## src/rtl/apb_lsu.sv

```systemverilog
// APB master load/store unit: one request at a time from the core, run as an
// APB SETUP/ACCESS transfer with byte-lane steering, load extension,
// misalignment detection and a wait-state timeout reported as a typed error.
//
// state  | meaning
// IDLE   | ready for a request
// SETUP  | APB setup phase (psel=1, penable=0)
// ACCESS | APB access phase, waiting for pready or timeout
// RESP   | response held until the core takes it
module apb_lsu #(
  parameter int ADDR_WIDTH = 32,
  parameter int DATA_WIDTH = 32,
  parameter int TIMEOUT    = 255
) (
  input  logic                    clk,
  input  logic                    rts_n,
  input  logic                    req_valid,
  output logic                    req_ready,
  input  logic                    req_write,
  input  logic [1:0]              req_size,
  input  logic                    req_unsigned,
  input  logic [ADDR_WIDTH-1:0]   req_addr,
  input  logic [DATA_WIDTH-1:0]   req_wdata,
  output logic                    rsp_valid,
  input  logic                    rsp_ready,
  output logic [DATA_WIDTH-1:0]   rsp_rdata,
  output logic [1:0]              rsp_err,
  output logic [ADDR_WIDTH-1:0]   APB_paddr,
  output logic [DATA_WIDTH-1:0]   APB_pdata,
  input  logic [DATA_WIDTH-1:0]   APB_prdata,
  output logic                    APB_psel,
  output logic                    APB_penable,
  output logic                    APB_pwrite,
  output logic [DATA_WIDTH/8-1:0] APB_pstb,
  input  logic                    APB_pready,
  input  logic                    APB_perr
);

  localparam int NB = DATA_WIDTH / 8;
  localparam int OW = $clog2(NB);
  localparam int CW = (TIMEOUT > 1) ? $clog2(TIMEOUT + 1) : 1;

  localparam logic [1:0] ERR_OK      = 2'b00;
  localparam logic [1:0] ERR_ALIGN   = 2'b01;
  localparam logic [1:0] ERR_BUS     = 2'b10;
  localparam logic [1:0] ERR_TIMEOUT = 2'b11;

  typedef enum logic [1:0] {S_IDLE, S_SETUP, S_ACCESS, S_RESP} state_t;

  state_t                state_q, state_d;
  logic [ADDR_WIDTH-1:0] paddr_q, paddr_d;
  logic [DATA_WIDTH-1:0] pdata_q, pdata_d;
  logic [NB-1:0]         pstb_q, pstb_d;
  logic                  write_q, write_d;
  logic                  uns_q, uns_d;
  logic [1:0]            size_q, size_d;
  logic [OW-1:0]         off_q, off_d;
  logic [DATA_WIDTH-1:0] rdata_q, rdata_d;
  logic [1:0]            err_q, err_d;
  logic [CW-1:0]         cnt_q, cnt_d;

  logic [OW-1:0]         req_off;
  logic [OW-1:0]         size_mask;
  logic                  req_bad;
  logic [NB-1:0]         req_strb;
  logic [DATA_WIDTH-1:0] shifted;
  logic                  sign_bit;
  logic [DATA_WIDTH-1:0] load_data;
  logic                  to_hit;

  // Decode the incoming request: lane offset, alignment and write strobes.
  always_comb begin
    req_off   = req_addr[OW-1:0];
    size_mask = OW'((32'd1 << req_size) - 32'd1);
    req_bad   = (|(req_off & size_mask)) || ((req_size == 2'd3) && (DATA_WIDTH == 32));
    req_strb  = NB'(((32'd1 << (32'd1 << req_size)) - 32'd1) << req_off);
  end

  // Pull the addressed bytes down to bit 0 and extend to the full bus width.
  always_comb begin
    shifted = APB_prdata >> {off_q, 3'b000};
    case (size_q)
      2'd0:    sign_bit = shifted[7];
      2'd1:    sign_bit = shifted[15];
      2'd2:    sign_bit = shifted[31];
      default: sign_bit = shifted[DATA_WIDTH-1];
    endcase
    sign_bit  = sign_bit & ~uns_q;
    load_data = '0;
    for (int i = 0; i < DATA_WIDTH; i++) begin
      load_data[i] = (i < (8 << size_q)) ? shifted[i] : sign_bit;
    end
  end

  // Timer is a down-counter loaded with TIMEOUT on entry to ACCESS; reaching
  // one on a cycle without pready means this is the last allowed ACCESS cycle.
  assign to_hit = (TIMEOUT != 0) && (cnt_q == CW'(1));

  // Next-state and datapath update.
  always_comb begin
    state_d = state_q;
    paddr_d = paddr_q;
    pdata_d = pdata_q;
    pstb_d  = pstb_q;
    write_d = write_q;
    uns_d   = uns_q;
    size_d  = size_q;
    off_d   = off_q;
    rdata_d = rdata_q;
    err_d   = err_q;
    cnt_d   = cnt_q;
    case (state_q)
      S_IDLE: begin
        if (req_valid) begin
          paddr_d = {req_addr[ADDR_WIDTH-1:OW], {OW{1'b0}}};
          pdata_d = req_wdata << {req_off, 3'b000};
          pstb_d  = req_write ? req_strb : '1;
          write_d = req_write;
          uns_d   = req_unsigned;
          size_d  = req_size;
          off_d   = req_off;
          if (req_bad) begin
            err_d   = ERR_ALIGN;
            rdata_d = '0;
            state_d = S_RESP;
          end else begin
            state_d = S_SETUP;
          end
        end
      end
      S_SETUP: begin
        cnt_d   = CW'(TIMEOUT);
        state_d = S_ACCESS;
      end
      S_ACCESS: begin
        if (APB_pready) begin
          state_d = S_RESP;
          if (APB_perr) begin
            err_d   = ERR_BUS;
            rdata_d = '0;
          end else begin
            err_d   = ERR_OK;
            rdata_d = write_q ? '0 : load_data;
          end
        end else if (to_hit) begin
          state_d = S_RESP;
          err_d   = ERR_TIMEOUT;
          rdata_d = '0;
        end else begin
          cnt_d = cnt_q - CW'(1);
        end
      end
      S_RESP: begin
        if (rsp_ready) state_d = S_IDLE;
      end
      default: state_d = S_IDLE;
    endcase
  end

  // State and datapath registers with synchronous active-low reset.
  always_ff @(posedge clk) begin
    if (!rts_n) begin
      state_q <= S_IDLE;
      paddr_q <= '0;
      pdata_q <= '0;
      pstb_q  <= '1;
      write_q <= 1'b0;
      uns_q   <= 1'b0;
      size_q  <= 2'd0;
      off_q   <= '0;
      rdata_q <= '0;
      err_q   <= ERR_OK;
      cnt_q   <= '0;
    end else begin
      state_q <= state_d;
      paddr_q <= paddr_d;
      pdata_q <= pdata_d;
      pstb_q  <= pstb_d;
      write_q <= write_d;
      uns_q   <= uns_d;
      size_q  <= size_d;
      off_q   <= off_d;
      rdata_q <= rdata_d;
      err_q   <= err_d;
      cnt_q   <= cnt_d;
    end
  end

  assign req_ready   = (state_q == S_IDLE);
  assign rsp_valid   = (state_q == S_RESP);
  assign rsp_rdata   = rdata_q;
  assign rsp_err     = err_q;
  assign APB_psel    = (state_q == S_SETUP) || (state_q == S_ACCESS);
  assign APB_penable = (state_q == S_ACCESS);
  assign APB_pwrite  = write_q;
  assign APB_paddr   = paddr_q;
  assign APB_pdata   = pdata_q;
  assign APB_pstb    = pstb_q;

endmodule

```

## config.mk

```make
export PLATFORM = sky130hd
export DESIGN_NAME = apb_lsu
export DESIGN_NICKNAME = d
export VERILOG_FILES = /design/src/rtl/apb_lsu.sv
export SDC_FILE = /design/constraint.sdc
export NUM_CORES = 1
export LEC_CHECK = 0
export CORE_MARGIN = 5
export CORE_UTILIZATION = 28
export DETAILED_ROUTE_END_ITERATION = 7
export HOLD_SLACK_MARGIN = 0.1
export SYNTH_ARGS = -nofsm -noshare
export SYNTH_HDL_FRONTEND = slang
export SYNTH_SLANG_ARGS = --single-unit
```

## constraint.sdc

```tcl
create_clock -name clk -period 2.16 [get_ports clk]
set_clock_uncertainty 0.15 [all_clocks]
set_input_delay 0.432 -clock clk [delete_from_list [all_inputs] [get_ports clk]]
set_output_delay 0.432 -clock clk [all_outputs]
set_load 0.02 [all_outputs]
```

==> reports/qor.txt, run 1 <==
Status -> finished, final reports clean
CTS H-tree lvls -> 4
Post-CTS Hold Buffers -> 0
VDD IR max -> 0.5733 mV
CP Data Arrival Time -> 2250 ps
Max stage delay on crit path -> 390 ps
Global-route usage over all layers -> 16.94%
Hold Crit Depth -> 2
Final core occ -> 46.34%
GP Congestion -> 0.8110
Final net count -> 958
Core footprint -> 18,770 um2
Pins Over Slew Limit -> 0
Largest net degree at the start of global routing -> 58
Row count -> 50
Vias in the first global route -> 5,413
Count leader, synth -> nand2_1
Seq cells post-synth -> 116
Top cells by area, synth -> dfxtp_1 (43%), nand2_1 (8.4%), a21oi_1 (5.4%)
Cells after Synth -> 610
Max clock buf depth -> 2
Final setup viols -> 0
DR WL/cell -> 17.36 um
Hold EP -> APB_paddr[8]$_SDFFE_PN0P_
Hold_sp -> APB_paddr[8]$_SDFFE_PN0P_
First-pass GRT wire length -> 29.68 mm
Slew @ Worst Pin -> 673.2 ps
Setup CP Type -> register to register
Leak -> 3.230 nW
Tmin final -> 2098 ps
Clock latency at the later pin of the worst-skew pair -> 420 ps
CP Max Fanout -> 4
Grt ovf -> 0
CTS sink cnt -> 116
Critical path endpoint category -> register
RSZ-0062 raised after global routing -> true
Final-report hold violation count -> 0
Synth area leader -> dfxtp_1
Initial Utilization -> 28.53%
CTS root buf -> clkbuf_16
CP delay by family, top -> compound AO/OA/AOI/OAI gates
Crit Reg-Reg Endpoint -> cnt_q[6]$_SDFFE_PN0P_
I/O Pins -> 213
Max cap viols -> 0
Post-synth EDFFs -> 0
Final HPWL DP -> 13.79 mm
PD cells -> 1040 nW/um2
CP max-delay cell -> a2111o_1
Layout cells sized above 1 -> 15.58%
Final ANT Viol Nets -> 0
Max Clk Rate -> 0.4766 GHz
CTS tree -> done
Ys flop type -> dfxtp_1
Hold Crit Class -> register to register
DR DRC count -> 0
Drt initial violations -> 170
Path depth of the worst reg2reg path -> 6
Detailed Routing Iterations Pass 1 -> 7
Chip width -> 148.3 um
Worst reg2reg setup slack -> 60 ps
Worst path buffer plus inverter count -> 1
Fin cells -> 1,095
Port Buffers -> 210
Synthesis warning total -> 0
FFs w/ async S/R, synth -> 0%
Syn Std Cell Area -> 5355 um2
Mean post-synth cell area -> 8.779 um2
Synth cell count leaders -> nand2_1 (120), dfxtp_1 (116), a21oi_1 (58)
Via count -> 5,423
FF-to-FF Start -> state_q[1]$_SDFFE_PN0P_
DP Cell Count -> 1,059
Synth unique cells -> 63
Yosys top cell area share -> 43.36%
Routed wire length -> 19.01 mm
Die H -> 148.3 um
Crit path launch type -> register
DIE AREA -> 21,990 um2
Normalized max-slew margin -> 54.96%
Sequential share of the synthesized area -> 43.36%
Final period util -> 97.13%
Worst-path clk slew -> 60 ps
CTS buffer count -> 17
Initial antenna violation count -> 0
Synthesis-to-finish area growth -> 62.41%
Worst Path Required -> 2310 ps
Worst path cell trace -> inv_2, ha_4, a21bo_2, a2111o_1, o41a_1, o31a_1
Vias/cell -> 4.953
[cell families (layout without fill, tap and decap cells)]
logic type / Yosys count / count (layout) / synth area share (%)
buffers and inverters: 58 / 306 / 5.280
AOI/OAI and AO/OA: 178 / 178 / 23.29
xor gates and xnor gates: 1 / 1 / 0.1636
DFF: 116 / 116 / 43.36
adders and majority gates: 5 / 5 / 1.168
other: 1 / 3 / 0.07003
muxes: 45 / 45 / 9.019
and+or+nand+nor: 206 / 207 / 17.64
[worst max path at each step]
stage | start | end | slack [ps] | cells after the start
detailed placement | req_valid | rsp_rdata[17]$_SDFFE_PN0P_ | -470 | 5
CTS | state_q[1]$_SDFFE_PN0P_ | APB_psel | 3 | 4
global placement | req_valid | rsp_rdata[16]$_SDFFE_PN0P_ | -440 | 5
global route | state_q[0]$_SDFFE_PN0P_ | cnt_q[6]$_SDFFE_PN0P_ | -10 | 7
floorplan | state_q[1]$_SDFFE_PN0P_ | cnt_q[6]$_SDFFE_PN0P_ | -8 | 6
finish | state_q[1]$_SDFFE_PN0P_ | cnt_q[6]$_SDFFE_PN0P_ | 60 | 6
[flip-flops by register name, indices dropped and copies added (netlist names)]
name and flops:
rsp_err 2, size_q 2, APB_paddr 30, cnt_q 8, APB_pstb 4, rsp_rdata 32
uns_q 1, APB_pwrite 1, off_q 2, APB_pdata 32, state_q 2
[layout by cell type (no fill, tap or decap), types with 3 or more instances in the layout]
cell type,n
a211o_1,7
a211oi_1,3
a21oi_1,58
a221oi_1,8
a22o_1,8
a22oi_1,16
a31oi_1,3
a32o_1,23
buf_12,7
buf_4,48
bufinv_16,3
clkbuf_16,17
clkdlybuf4s50_1,206
clkinv_4,5
clkinvlp_4,3
dfxtp_1,113
ha_1,3
inv_1,5
mux2_2,16
mux2i_1,28
nand2_1,119
nand2b_1,3
nor2_1,35
nor2b_1,15
nor3_1,12
o211ai_1,9
o21ai_0,23
[stage by stage]
stage	hold WS, ps	setup TNS [ps]	worst slack (ps)	total power, mW	area, um2
after floorplan	298.8	-7.569	-7.569	4.689	5400
after global placement	291.1	-16590	-440.6	6.123	8008
after detailed placement	296.3	-17560	-469.1	6.132	8008
after CTS	303.6	0	2.791	9.116	8635
after global routing	321.0	-13.62	-13.21	9.554	8695
final	301.2	0	61.89	9.045	8697
[where the power goes]
part | internal, mW | switching (mW)
clock | 1.86 | 1.10
sequential | 2.47 | 0.236
combinational | 1.57 | 1.82
[routing by layer]
metal / part of all wire [%] / track usage, %
met1: 43 / 21.02
met3: 11 / 7.831
met2: 45 / 26.90
met4: 0.86 / 4.018
met5: 0 / 0
[tightest hold or removal path, cell delays in order (launching register included)]
cell,delay [ps]
dfxtp_1,300
nand2_1,50
a21oi_1,50
[timing repair]
item	in CTS	in global routing
pin swaps	1	5
setup buffers	0	2
setup endpoints to repair	29	41
gates resized for setup	7	10
gates cloned	1	0
[area by class of cell]
| class | count | area (um2) |
|---|---|---|
| multi-input combinational | 438 | 2824 |
| clock inverter | 14 | 178.9 |
| inverter | 9 | 36.28 |
| timing repair buffer | 265 | 2595 |
| clock buffer | 18 | 439.2 |
| tap | 234 | 292.8 |
| antenna | 1 | 2.502 |
| sequential | 116 | 2328 |
| fill | 1868 | 10070 |
No activity file was read; power rests on OpenSTA's default activity.
==> run 2, diff against run 1 <==
- PLACE_DENSITY: default -> 0.65
==> run 2 against run 1 <==
The run now ends with setup timing left. Total power is 2.6% higher. Critical path depth up 1. Register-to-register slack lost 80 ps. Setup slack worse by 78 ps. Count of clock-buffer cells in the layout unchanged. Utilization grew 0.33 points. First-iteration DRC count increased by 35%. Sequential share of layout area shrank 0.22 points. Routed wire length is 0.69% higher. Sequential power about the same. Largest cell class unchanged. Highest routed layer unchanged.
==> reports/qor.txt, run 2 (synthesized netlist as in run 1, its figures left out) <==
Status -> complete, but fails checks
Failing checks -> setup timing
Global-route usage over all layers -> 16.90% (-0.042 points)
Pins Over Slew Limit -> 0 (unchanged)
Path depth of the worst reg2reg path -> 7 (+1)
Chip width -> 148.3 um (unchanged)
RSZ-0062 raised after global routing -> true
Layout cells sized above 1 -> 15.43% (-0.15 points)
Hold Crit Class -> input pin to register
Core footprint -> 18,770 um2 (unchanged)
Final net count -> 960 (+0.21%)
CP Data Arrival Time -> 2330 ps (+80 ps)
Initial Utilization -> 28.53% (unchanged)
CTS tree -> done
Fill count -> 1,815 (-2.8%)
I/O Pins -> 213 (unchanged)
Die H -> 148.3 um (unchanged)
Tmin final -> 2177 ps (+78.45 ps)
Detailed Routing Iterations Pass 1 -> 4 (-3)
Row count -> 50 (unchanged)
Max Clk Rate -> 0.4594 GHz (-3.6%)
Final ANT Viol Nets -> 0 (unchanged)
Routed wire length -> 19.14 mm (+0.69%)
CTS buffer count -> 17 (unchanged)
DR DRC count -> 0 (unchanged)
Synthesis-to-finish area growth -> 63.55%
Top routing layer used -> met4
Register area -> 2326 um2 (-0.11%)
GP Congestion -> 0.8424 (+3.9%)
Setup CP Type -> register to register
Logic pwr share -> 37.8% (+0.3 points)
Setup slack after layout -> -16.56 ps (-78.45 ps)
Drt initial violations -> 230 (+35%)
Met2 WL -> 8.740 mm (+1.9%)
Fin cells -> 1,097 (+0.18%)
Vias in the first global route -> 5,414 (+0.018%)
Leak -> 3.263 nW (+1.0%)
CTS root buf -> clkbuf_16
Seq pwr share -> 29.0% (-0.9 points)
Worst path cell trace -> buf_12, ha_4, nor4bb_1, buf_4, a2111o_1, o41a_1, o31a_1
Commonest cells after routing, fill and taps aside -> clkdlybuf4s50_1 (205), nand2_1 (119), dfxtp_1 (115)
Largest net degree at the start of global routing -> 45 (-22%)
Setup TNS -> -16.56 ps (-16.56 ps)
Final-report hold violation count -> 0 (unchanged)
Max clock buf depth -> 2 (unchanged)
Final Power -> 9.276 mW (+2.6%)
WHS -> 278.8 ps (-22.36 ps)
Hold Crit Depth -> 3 (+1)
Max cap viols -> 0 (unchanged)
Final period util -> 100.8% (+3.6 points)
Sw power -> 3.190 mW (+1.1%)
Vias/cell -> 5.004 (+1.0%)
Worst-path clk slew -> 60 ps (about the same)
Grt ovf -> 0 (unchanged)
Max stage delay on crit path -> 460 ps (+70 ps)
Worst Path Required -> 2310 ps (about the same)
Multi-input logic area -> 2838 um2 (+0.49%)
CTS sink cnt -> 116 (unchanged)
Met3 WL -> 2.045 mm (+1.8%)
CP max-delay cell -> a2111o_1
CP Max Fanout -> 4 (unchanged)
DR WL/cell -> 17.45 um (+0.51%)
Final HPWL DP -> 14.02 mm (+1.7%)
Clock latency at the later pin of the worst-skew pair -> 410 ps (about the same)
Port Buffers -> 210 (unchanged)
DP Cell Count -> 1,056 (-0.28%)
Int Power -> 6.086 mW (+3.3%)
Crit path launch type -> register
First-pass GRT wire length -> 29.50 mm (-0.60%)
PD cells -> 1059 nW/um2 (+1.8%)
Clock power frac -> 33.2% (+0.5 points)
Net Sw Frac -> 34.39% (-0.50 points)
CTS H-tree lvls -> 4 (unchanged)
Slew @ Worst Pin -> 643.8 ps (-29.31 ps)
Initial antenna violation count -> 1 (+1)
VDD IR max -> 0.5780 mV (+0.83%)
Met1 wire length -> 8.104 mm (-1.9%)
DIE AREA -> 21,990 um2 (unchanged)
Normalized max-slew margin -> 56.92% (+2.0 points)
Via count -> 5,489 (+1.2%)
Critical path endpoint category -> register
Most common cell after layout, fill and taps aside -> clkdlybuf4s50_1
Final setup viols -> 1 (+1)
-- run 2: cell types whose count changed in the layout (fill, tap and decap cells not counted), sizes merged --
cell | before | now
inv | 10 | 11
dlymetal6s2s | 0 | 1
clkdlybuf4s50 | 206 | 205
buf | 55 | 57
clkinvlp | 3 | 2
clkinv | 7 | 6
bufinv | 3 | 4
-- run 2: final timing paths --
path / start / to / slack, ps
max: state_q[1]$_SDFFE_PN0P_ / cnt_q[6]$_SDFFE_PN0P_ / -20
min: req_size[1] / size_q[1]$_SDFFE_PN0P_ / 280
min reg2reg: APB_paddr[31]$_SDFFE_PN0P_ / APB_paddr[31]$_SDFFE_PN0P_ / 300
max reg2reg: state_q[1]$_SDFFE_PN0P_ / cnt_q[6]$_SDFFE_PN0P_ / -20
-- run 2: layout make-up --
class                           count  share of cell area, %
Sequential cell                   116                  26.56
Clock inverter                     14                  2.300
Clock buffer                       18                  5.014
Antenna cell                        1                0.02857
Timing Repair Buffer              267                  29.97
Tap cell                          234                  3.343
Multi-Input combinational cell    438                  32.40
Inverter                            9                 0.3857
-- run 2: per-layer routing --
layer  global-route usage, %  up-vias
met5                       0        -
met4                   5.404        0
met3                   7.922       18
met2                   27.15      199
met1                   20.07     2592
li1                        -     2680
-- run 2: power by group through the flow --
stage	Sequential, mW	Clock, mW	Combinational, mW
floorplan	2.95	0	1.74
global placement	2.72	0	3.41
detailed placement	2.73	0	3.42
CTS	2.69	3.15	3.47
global route	2.74	3.24	3.81
finish	2.69	3.08	3.51
-- run 2: through the flow --
step,util (%),setup slack (ps),instance area (um2)
2_1_floorplan,-,-7.569,5400
3_5_place_dp,42.55,-419.6,7985
5_1_grt,46.67,-75.04,8758
3_3_place_gp,42.55,-404.2,7985
6_report,46.67,-16.56,8758
4_1_cts,46.23,-10.72,8677
-- run 2: critical path: cells and delay by family (launching register included) --
| family | cells | cell delay (ps) |
|---|---|---|
| buffers and inverters | 2 | 270 |
| AOI/OAI and AO/OA | 3 | 1010 |
| DFF | 1 | 350 |
| adders and majority gates | 1 | 160 |
| and+or+nand+nor | 1 | 140 |
-- run 2: what timing repair did --
action                                  4_1_cts  5_1_grt
gates cloned                                  1        0
endpoints found under the setup margin       36       41
setup buffers                                 3        4
hold buffers                                  0        0
resized for setup                             9        7
pin swaps                                     5        7
